<file path="config.mk">
export PLATFORM = sky130hd
export DESIGN_NAME = ldst_queue
export DESIGN_NICKNAME = d
export VERILOG_FILES = /design/src/rtl/ldst_queue_pkg.sv /design/src/rtl/ldst_align.sv /design/src/rtl/ldst_queue.sv
export SDC_FILE = /design/constraint.sdc
export NUM_CORES = 2
export LEC_CHECK = 0
export BUFFER_PORTS_ARGS = -buffer_cell sky130_fd_sc_hd__buf_2
export CAP_MARGIN = 20
export CORE_UTILIZATION = 35
export DETAILED_ROUTE_END_ITERATION = 12
export PLACE_DENSITY = 0.61
export SYNTH_ARGS = -nofsm -noshare
export SYNTH_HDL_FRONTEND = slang
export SYNTH_SLANG_ARGS = --single-unit
export TNS_END_PERCENT = 1
</file>
<file path="constraint.sdc">
create_clock -name clk -period 31.4 [get_ports clk]
set_clock_uncertainty 0.2 [all_clocks]
set_input_delay 1.57 -clock clk [delete_from_list [all_inputs] [get_ports clk]]
set_output_delay 1.57 -clock clk [all_outputs]
set_load 0.01 [all_outputs]
</file>
<file path="src/rtl/ldst_queue_pkg.sv">
`default_nettype none
// ==========================================================================
// tomasula_types : shared entry layout, funct3 codes and FSM encoding for
//                  the load/store queue.                       Rev 1.0
// ==========================================================================
package tomasula_types;

   localparam int ROB_TAG_W = 3;

   localparam logic [2:0] LB  = 3'b000;
   localparam logic [2:0] LH  = 3'b001;
   localparam logic [2:0] LW  = 3'b010;
   localparam logic [2:0] LBU = 3'b100;
   localparam logic [2:0] LHU = 3'b101;
   localparam logic [2:0] SB  = 3'b000;
   localparam logic [2:0] SH  = 3'b001;
   localparam logic [2:0] SW  = 3'b010;

   typedef enum logic [0:0] {
      IDLE = 1'b0,
      REQ  = 1'b1
   } ldst_state_t;

   typedef struct packed {
      logic                 valid;
      logic                 is_store;
      logic                 committed;
      logic [2:0]           funct3;
      logic [31:0]          imm;
      logic [ROB_TAG_W-1:0] base_tag;
      logic [31:0]          base_data;
      logic                 base_valid;
      logic [ROB_TAG_W-1:0] sd_tag;
      logic [31:0]          sd_data;
      logic                 sd_valid;
      logic [ROB_TAG_W-1:0] rob_tag;
   } ldst_entry_t;

   // CDB slot i is addressed directly by the ROB tag that produced it.
   function automatic logic [31:0] cdb_word(input logic [8*32-1:0]      bus,
                                            input logic [ROB_TAG_W-1:0] tag);
      return bus[{tag, 5'b00000} +: 32];
   endfunction

endpackage
`default_nettype wire

</file>
<file path="src/rtl/ldst_align.sv">
`default_nettype none
// ==========================================================================
// ldst_align : byte-lane steering for stores and lane extract / extension
//              for loads.                                  Rev 1.0
// ==========================================================================
module ldst_align
   import tomasula_types::*;
(
   input  logic [2:0]  funct3_i,
   input  logic [1:0]  lane_i,
   input  logic [31:0] sd_i,
   input  logic [31:0] rdata_i,
   output logic [31:0] wdata_o,
   output logic [3:0]  mbe_o,
   output logic [31:0] ld_data_o
);

   logic [31:0] w_shift;

   assign w_shift = rdata_i >> {lane_i, 3'b000};

   always_comb begin
      wdata_o = sd_i;
      mbe_o   = 4'b1111;
      case (funct3_i)
         SB: begin
            wdata_o = {4{sd_i[7:0]}};
            mbe_o   = 4'b0001 << lane_i;
         end
         SH: begin
            wdata_o = {2{sd_i[15:0]}};
            mbe_o   = 4'b0011 << lane_i;
         end
         SW:      mbe_o = 4'b1111;
         default: mbe_o = 4'b1111;
      endcase
   end

   always_comb begin
      ld_data_o = w_shift;
      case (funct3_i)
         LB:      ld_data_o = {{24{w_shift[7]}}, w_shift[7:0]};
         LH:      ld_data_o = {{16{w_shift[15]}}, w_shift[15:0]};
         LBU:     ld_data_o = {24'h000000, w_shift[7:0]};
         LHU:     ld_data_o = {16'h0000, w_shift[15:0]};
         LW:      ld_data_o = w_shift;
         default: ld_data_o = w_shift;
      endcase
   end

endmodule
`default_nettype wire

</file>
<file path="src/rtl/ldst_queue.sv">
`default_nettype none
// ==========================================================================
// ldst_queue : in-order load/store queue with CDB snooping and a single
//              head-only memory handshake. Optional macro: LDSTQ_PERF_EN.
//              Rev 1.0
// ==========================================================================
module ldst_queue
   import tomasula_types::*;
#(
   parameter int DEPTH = 4,
   parameter int TAG_W = ROB_TAG_W
) (
   input  logic             clk,
   input  logic             rst,
   input  logic             resldst_load,
   input  logic             in_is_store,
   input  logic [2:0]       in_funct3,
   input  logic [31:0]      in_imm,
   input  logic [TAG_W-1:0] in_base_tag,
   input  logic [31:0]      in_base_data,
   input  logic             in_base_valid,
   input  logic [TAG_W-1:0] in_sd_tag,
   input  logic [31:0]      in_sd_data,
   input  logic             in_sd_valid,
   input  logic [TAG_W-1:0] in_rob_tag,
   input  logic [8*32-1:0]  cdb_data,
   input  logic [7:0]       cdb_valid,
   input  logic             st_commit,
   input  logic [TAG_W-1:0] st_commit_tag,
   input  logic             branch_mispredict,
   output logic             ldst_q_full,
   output logic             data_read,
   output logic             data_write,
   output logic [31:0]      data_addr,
   output logic [31:0]      data_wdata,
   output logic [3:0]       data_mbe,
   input  logic             data_mem_resp,
   input  logic [31:0]      data_rdata,
   output logic             ld_done,
   output logic [TAG_W-1:0] ld_tag,
   output logic [31:0]      ld_data,
   output logic [15:0]      perf_loads,
   output logic [15:0]      perf_stores
);

   localparam int             PTR_W   = $clog2(DEPTH);
   localparam logic [PTR_W:0] C_DEPTH = (PTR_W+1)'(DEPTH);

   ldst_entry_t      entry_q [DEPTH];
   ldst_entry_t      entry_d [DEPTH];
   ldst_entry_t      w_new;
   logic [PTR_W-1:0] head_q, head_d, tail_q, tail_d;
   logic [PTR_W:0]   count_q, count_d;
   ldst_state_t      state_q, state_d;
   logic             drop_q, drop_d;
   logic             ld_done_q;
   logic [TAG_W-1:0] ld_tag_q;
   logic [31:0]      ld_data_q;

   logic        w_in_req, w_go, w_commit_hit, w_enq, w_deq, w_report;
   logic [31:0] w_addr, w_wdata, w_ld_data;
   logic [3:0]  w_mbe;

   assign w_addr       = entry_q[head_q].base_data + entry_q[head_q].imm;
   assign w_in_req     = (state_q == REQ);
   assign w_commit_hit = st_commit && (st_commit_tag == entry_q[head_q].rob_tag);
   assign w_go         = entry_q[head_q].valid && entry_q[head_q].base_valid &&
                         (!entry_q[head_q].is_store ||
                          (entry_q[head_q].sd_valid &&
                           (entry_q[head_q].committed || w_commit_hit)));
   assign ldst_q_full  = (count_q == C_DEPTH);
   assign w_enq        = resldst_load && !ldst_q_full && !branch_mispredict;
   assign w_deq        = w_in_req && data_mem_resp;
   assign w_report     = w_deq && !drop_q && !branch_mispredict;

   ldst_align u_align (
      .funct3_i  (entry_q[head_q].funct3),
      .lane_i    (w_addr[1:0]),
      .sd_i      (entry_q[head_q].sd_data),
      .rdata_i   (data_rdata),
      .wdata_o   (w_wdata),
      .mbe_o     (w_mbe),
      .ld_data_o (w_ld_data)
   );

   // Operands already on the CDB during enqueue enter the queue as valid.
   always_comb begin
      w_new            = '0;
      w_new.valid      = 1'b1;
      w_new.is_store   = in_is_store;
      w_new.funct3     = in_funct3;
      w_new.imm        = in_imm;
      w_new.base_tag   = in_base_tag;
      w_new.sd_tag     = in_sd_tag;
      w_new.rob_tag    = in_rob_tag;
      w_new.base_data  = in_base_data;
      w_new.base_valid = in_base_valid;
      w_new.sd_data    = in_sd_data;
      w_new.sd_valid   = in_sd_valid;
      w_new.committed  = in_is_store && st_commit && (st_commit_tag == in_rob_tag);
      if (!in_base_valid && cdb_valid[in_base_tag]) begin
         w_new.base_data  = cdb_word(cdb_data, in_base_tag);
         w_new.base_valid = 1'b1;
      end
      if (!in_sd_valid && cdb_valid[in_sd_tag]) begin
         w_new.sd_data  = cdb_word(cdb_data, in_sd_tag);
         w_new.sd_valid = 1'b1;
      end
   end

   always_comb begin
      entry_d = entry_q;
      for (int i = 0; i < DEPTH; i++) begin
         if (entry_q[i].valid) begin
            if (!entry_q[i].base_valid && cdb_valid[entry_q[i].base_tag]) begin
               entry_d[i].base_data  = cdb_word(cdb_data, entry_q[i].base_tag);
               entry_d[i].base_valid = 1'b1;
            end
            if (!entry_q[i].sd_valid && cdb_valid[entry_q[i].sd_tag]) begin
               entry_d[i].sd_data  = cdb_word(cdb_data, entry_q[i].sd_tag);
               entry_d[i].sd_valid = 1'b1;
            end
            if (st_commit && entry_q[i].is_store && (entry_q[i].rob_tag == st_commit_tag))
               entry_d[i].committed = 1'b1;
         end
         if (branch_mispredict && !(w_in_req && (PTR_W'(i) == head_q)))
            entry_d[i].valid = 1'b0;
      end
      if (w_deq)
         entry_d[head_q].valid = 1'b0;
      if (w_enq)
         entry_d[tail_q] = w_new;
   end

   always_comb begin
      head_d  = head_q;
      tail_d  = tail_q;
      state_d = state_q;
      drop_d  = drop_q;
      if (w_deq)
         head_d = head_q + PTR_W'(1);
      if (w_enq)
         tail_d = tail_q + PTR_W'(1);
      count_d = count_q + (PTR_W+1)'(w_enq) - (PTR_W+1)'(w_deq);
      case (state_q)
         IDLE: if (w_go && !branch_mispredict) state_d = REQ;
         REQ: begin
            if (data_mem_resp) begin
               state_d = IDLE;
               drop_d  = 1'b0;
            end
         end
         default: state_d = IDLE;
      endcase
      // An in-flight op survives a flush as the sole entry, marked to be dropped.
      if (branch_mispredict) begin
         if (w_in_req && !data_mem_resp) begin
            tail_d  = head_q + PTR_W'(1);
            count_d = (PTR_W+1)'(1);
            drop_d  = 1'b1;
         end else begin
            tail_d  = head_d;
            count_d = '0;
         end
      end
   end

   always_ff @(posedge clk or posedge rst) begin
      if (rst) begin
         for (int i = 0; i < DEPTH; i++)
            entry_q[i] <= '0;
         head_q    <= '0;
         tail_q    <= '0;
         count_q   <= '0;
         state_q   <= IDLE;
         drop_q    <= 1'b0;
         ld_done_q <= 1'b0;
         ld_tag_q  <= '0;
         ld_data_q <= '0;
      end else begin
         for (int i = 0; i < DEPTH; i++)
            entry_q[i] <= entry_d[i];
         head_q    <= head_d;
         tail_q    <= tail_d;
         count_q   <= count_d;
         state_q   <= state_d;
         drop_q    <= drop_d;
         ld_done_q <= w_report && !entry_q[head_q].is_store;
         if (w_report && !entry_q[head_q].is_store) begin
            ld_tag_q  <= entry_q[head_q].rob_tag;
            ld_data_q <= w_ld_data;
         end
      end
   end

   assign data_read  = w_in_req && !entry_q[head_q].is_store;
   assign data_write = w_in_req && entry_q[head_q].is_store;
   assign data_addr  = w_in_req ? {w_addr[31:2], 2'b00} : 32'h0;
   assign data_wdata = data_write ? w_wdata : 32'h0;
   assign data_mbe   = data_write ? w_mbe : 4'h0;
   assign ld_done    = ld_done_q;
   assign ld_tag     = ld_tag_q;
   assign ld_data    = ld_data_q;

`ifdef LDSTQ_PERF_EN
   logic [15:0] perf_ld_q, perf_st_q;

   always_ff @(posedge clk or posedge rst) begin
      if (rst) begin
         perf_ld_q <= 16'h0;
         perf_st_q <= 16'h0;
      end else if (w_report) begin
         if (entry_q[head_q].is_store) begin
            if (perf_st_q != 16'hFFFF) perf_st_q <= perf_st_q + 16'd1;
         end else begin
            if (perf_ld_q != 16'hFFFF) perf_ld_q <= perf_ld_q + 16'd1;
         end
      end
   end

   assign perf_loads  = perf_ld_q;
   assign perf_stores = perf_st_q;
`else
   assign perf_loads  = 16'h0;
   assign perf_stores = 16'h0;
`endif

endmodule
`default_nettype wire

</file>
# Word-level counts from Yosys, hierarchy flattened
# Cells that the tools add are included.
# classes
add_sub_neg	5
n_lt_le_gt_ge	14
n_eq_ne	13
n_shift	13
muxes	80
n_bitwise	3
reduce_logical	68
# op_table
cell	n
256-bit by 9-bit variable part select with 32-bit output	10
452-bit bitwise mux	2
452-bit 2-to-1 mux	2
33-bit 2-to-1 mux	18
113-bit demux with 2-bit select	2
113-bit 2-to-1 mux	4
113-bit binary-select mux with 2-bit select	1
32-bit case mux with 4 select lines	1
32-bit 2-to-1 mux	2
32-bit case mux with 2 select lines	1
1-bit logical AND	44
3-bit by 4-bit less-than comparator with 1-bit output (second input constant)	10
32-bit adder	1
32-bit by 5-bit >> shifter with 32-bit output	1
1-bit binary-select mux with 3-bit select	10
1-bit 2-to-1 mux	29
1-bit zero test	19
3-bit == test	6
3-bit == test (second input constant)	3
2-bit 2-to-1 mux	4
4-bit case mux with 2 select lines	1
3-bit >= comparator (second input constant)	2
3-bit by 1-bit less-than comparator with 1-bit output (second input constant)	2
2-bit inverter with 3-bit output	2
other kinds (16)	19
# totals
regBits	497
input_bits	416
output_inout_bits	139
elab_cells	252

# Longest topological paths before layout
# depth
depth_word	13
mapped_depth	17
mapped_depth_nobuf	11

# Hierarchy
# From an unflattened synthesis, not the netlist that was laid out.
# hier_totals
cells_unflattened	3760
hier_area_um2	46323.2
# modules_own_cells
module	instances	cells_per_inst	area_per_inst_um2	seq_area_each_um2
ldst_queue	1	3583	45117.0	12436.9
ldst_align	1	177	1206.2	0.0

# Worst setup path before layout
# Ideal clock, no wire load.
# synth_path
kind	register -> output
from	register head_q[0]
to	output port data_addr[27]
arrival_ns	3.708
required_time_ns	29.630
path_slack_ns	25.922
stages_incl_launch_ff	14
n_path_buf	4
path_cell_list	dfrtp_1 > buf_6 > buf_4 > buf_4 > buf_2 > mux4_2 > ha_1 > a21o_1 > a21oi_1 > o211ai_1 > o21ai_0 > nand2_1 > a41oi_2 > mux2i_1
# synth_via
elab_chain_len	6
# synth_lines
element	line	source
from (decl)	ldst_queue.sv:52	logic [PTR_W-1:0] head_q, head_d, tail_q, tail_d;
from (signal assigned)	ldst_queue.sv:172	head_q <= '0;
from (signal assigned)	ldst_queue.sv:183	head_q <= head_d;
2-bit inverter with 3-bit output (implied by the code)	ldst_queue.sv:64	assign w_addr = entry_q[head_q].base_data + entry_q[head_q].imm;
113-bit binary-select mux with 2-bit select	ldst_queue.sv:64	
113-bit 2-to-1 mux (2 in series)	-	
32-bit adder	ldst_queue.sv:64	
32-bit 2-to-1 mux	ldst_queue.sv:198	assign data_addr = w_in_req ? {w_addr[31:2], 2'b00} : 32'h0;
to (decl)	ldst_queue.sv:34	output logic [31:0] data_addr,
# Every way passes these cells. The select of a mux whose other input is x is not followed.

# Worst setup path in the final report
# Same ends and word-level chain as after synthesis.

==> flow_metrics.tcl <==
set metrics [dict create \
    arrival_ps 5830 \
    worst_slew_pin_slew_ps 1140 \
    relSlewSlack 0.239 \
    yosys_warnings 0 \
    gp_congestion 0.927 \
    final.min_clock_period_ps 7600 \
    core_area_um2 132000 \
    cts_tree "yes" \
    grtUsageTotal 0.278 \
    rows 133 \
    wl_um 189000 \
    finalSetupViolations 0 \
    seq_area_frac_synth 0.268 \
    synth_area_um2 46500 \
    grt_max_degree 120 \
    final.setup.tns_ps 0 \
    critPathKind "register to output pin" \
    drt_pass1_iterations 8 \
    layout-drive-gt1-share 0.429 \
    ir_worst_vdd_v 0.0000675 \
    grt_pass1_wl_um 276000 \
    power_density_nw_per_um2 115 \
    die_h_um 366 \
    leakage_nw 20.0 \
    cts_root_buffer "clkbuf_16" \
    max_freq_mhz 132 \
    rsz0062_at_grt "no" \
    synth.distinct_cells 55 \
    slew_viol_final 0 \
    wl_per_cell_um 32.4 \
    nets 4467 \
    clockBufferDepth 3 \
    start_kind "register" \
    numPortBuffers 520 \
    ys.flop_type "dfrtp_1" \
    grt_remaining_overflow 0 \
    clock_latency_ps 660 \
    critPathMaxFanout 46 \
    synth_edf_count 0 \
    area_growth_pct 12.4 \
    period_share 0.242 \
    cts_resized 0 \
    place_hpwl_um 129000 \
    antenna_found_initial 90 \
    drc 0 \
    grt_pass1_vias 37885 \
    cts_hold_buf 0 \
    vias 38697 \
    io_pins 555 \
    die-area_um2 134000 \
    die_x_um 366 \
    antenna_left 0 \
    routed_via_density 6.61 \
    netlist_instances 3765 \
    clk_pin_slew_ps 60 \
    fillers 12583 \
    syn_area_per_cell_um2 12.3 \
    dr.first_iter.drc_count 4975 \
    start_util 0.353 \
    status "finished clean" \
    fin_area_um2 52200 \
    final_hold_viol_count 0 \
    layout_common_cells "764 x mux4_2, 516 x buf_2, 471 x dfrtp_1" \
    required_ps 29630 \
    synthArstFlopShare 1.00 \
    synth-seq-cells 497 \
    cts_max_level 2 \
    post_cts_buffers 0 \
    final_common_cell "mux4_2" \
    hold_class "register to register" \
    worstSetupEndpointType "output pin" \
    cts.sinks 497 \
    maxCapViolCount 0 \
    place_area_um2 49800 \
    numCtsBuffers 59 \
]
==> sequential cells by signal, indices dropped and copies added, names as in the netlist, named ones only <==
signal / count
ld_data: 32
ld_done: 1
state_q: 1
count_q: 3
head_q: 2
tail_q: 2
entry_q: 452
ld_tag: 3
==> worst max-delay path: stages (launching register included) <==
cell and delay (ps):
dfrtp_4 1040, buf_4 800, mux4_2 620, ha_1 350, o21ai_0 150, o211a_1 280, nor3b_1 570, o21ai_0 340
nand2_1 220, a41oi_2 140, mux2i_1 390, buf_2 240
==> Yosys cell counts (37+ instances only) <==
master    instances  area [um2]
o211ai_1        227        1700
mux2_2          193        2170
nor2_1           94         353
buf_1            53         199
clkbuf_1        133         499
a21oi_1          65         325
dfrtp_1         497       12400
buf_4            54         405
buf_2           167         836
mux2i_1         392        3920
o211ai_2         37         463
ha_1             41         513
nand2_1         395        1480
o21ai_0         182         911
mux4_2          764       17200
o21ai_1         198         991
==> logic make-up (layout without fill, tap and decap cells) <==
family,after synthesis,after routing,synth area share
and+or+nand+nor,595,595,0.0534
other,1,77,0.0000807
DFF,497,497,0.268
AOI/OAI and AO/OA,777,777,0.106
xor gates and xnor gates,42,42,0.00792
buffers and inverters,461,720,0.0510
muxes,1349,1349,0.502
adders and majority gates,43,43,0.0119
==> per-stage QoR <==
stage | hold WS [ps] | utilization | worst slack, ps | total power [mW] | instances
after floorplan | 274 | - | 15760 | 3.98 | 3798
after global placement | 268 | 0.378 | 24510 | 5.08 | 5700
after detailed placement | 277 | 0.378 | 24460 | 5.12 | 5700
after CTS | 291 | 0.395 | 23750 | 5.93 | 5810
after global routing | 307 | 0.396 | 23520 | 6.30 | 5844
final | 290 | 0.397 | 23800 | 5.98 | 5855
==> worst paths after layout <==
kind | slack, ps | cells after the start | from | endpoint
max | 23800 | 11 | head_q[0] | data_addr[27]
min in group asynchronous | 840 | 2 | rst | entry_q[330]
max in group asynchronous | 27860 | 4 | rst | entry_q[386]
max reg2reg | 25670 | 13 | head_q[0] | ld_data[19]
min reg2reg | 290 | 1 | ld_data[21] | ld_data[21]
min | 290 | 1 | ld_data[21] | ld_data[21]
==> report_power, final <==
group          total, mW  internal [mW]  switching (mW)  leakage [nW]
sequential          1.36          0.966           0.398          6.01
combinational       3.82           1.78            2.04          12.9
clock              0.796          0.493           0.302          1.08
==> layout make-up <==
type                            instances  area, um2  share of cell area
Multi-Input combinational cell       2840      31900               0.611
Sequential cell                       497      12500               0.239
Timing Repair Buffer                  586       3140              0.0601
Tap cell                             1755       2200              0.0421
Clock buffer                           80       1740              0.0333
Clock inverter                         30        510             0.00978
Antenna cell                           43        108             0.00206
Inverter                               24       97.6             0.00187
==> routing by layer <==
metal | up-vias | wire length (um) | global-route usage
met5 | - | 438 | 0
met4 | 68 | 9450 | 0.123
met3 | 547 | 24400 | 0.101
met2 | 2750 | 85100 | 0.420
met1 | 19727 | 70200 | 0.356
li1 | 15605 | - | -
No activity file was read; power rests on OpenSTA's default activity.
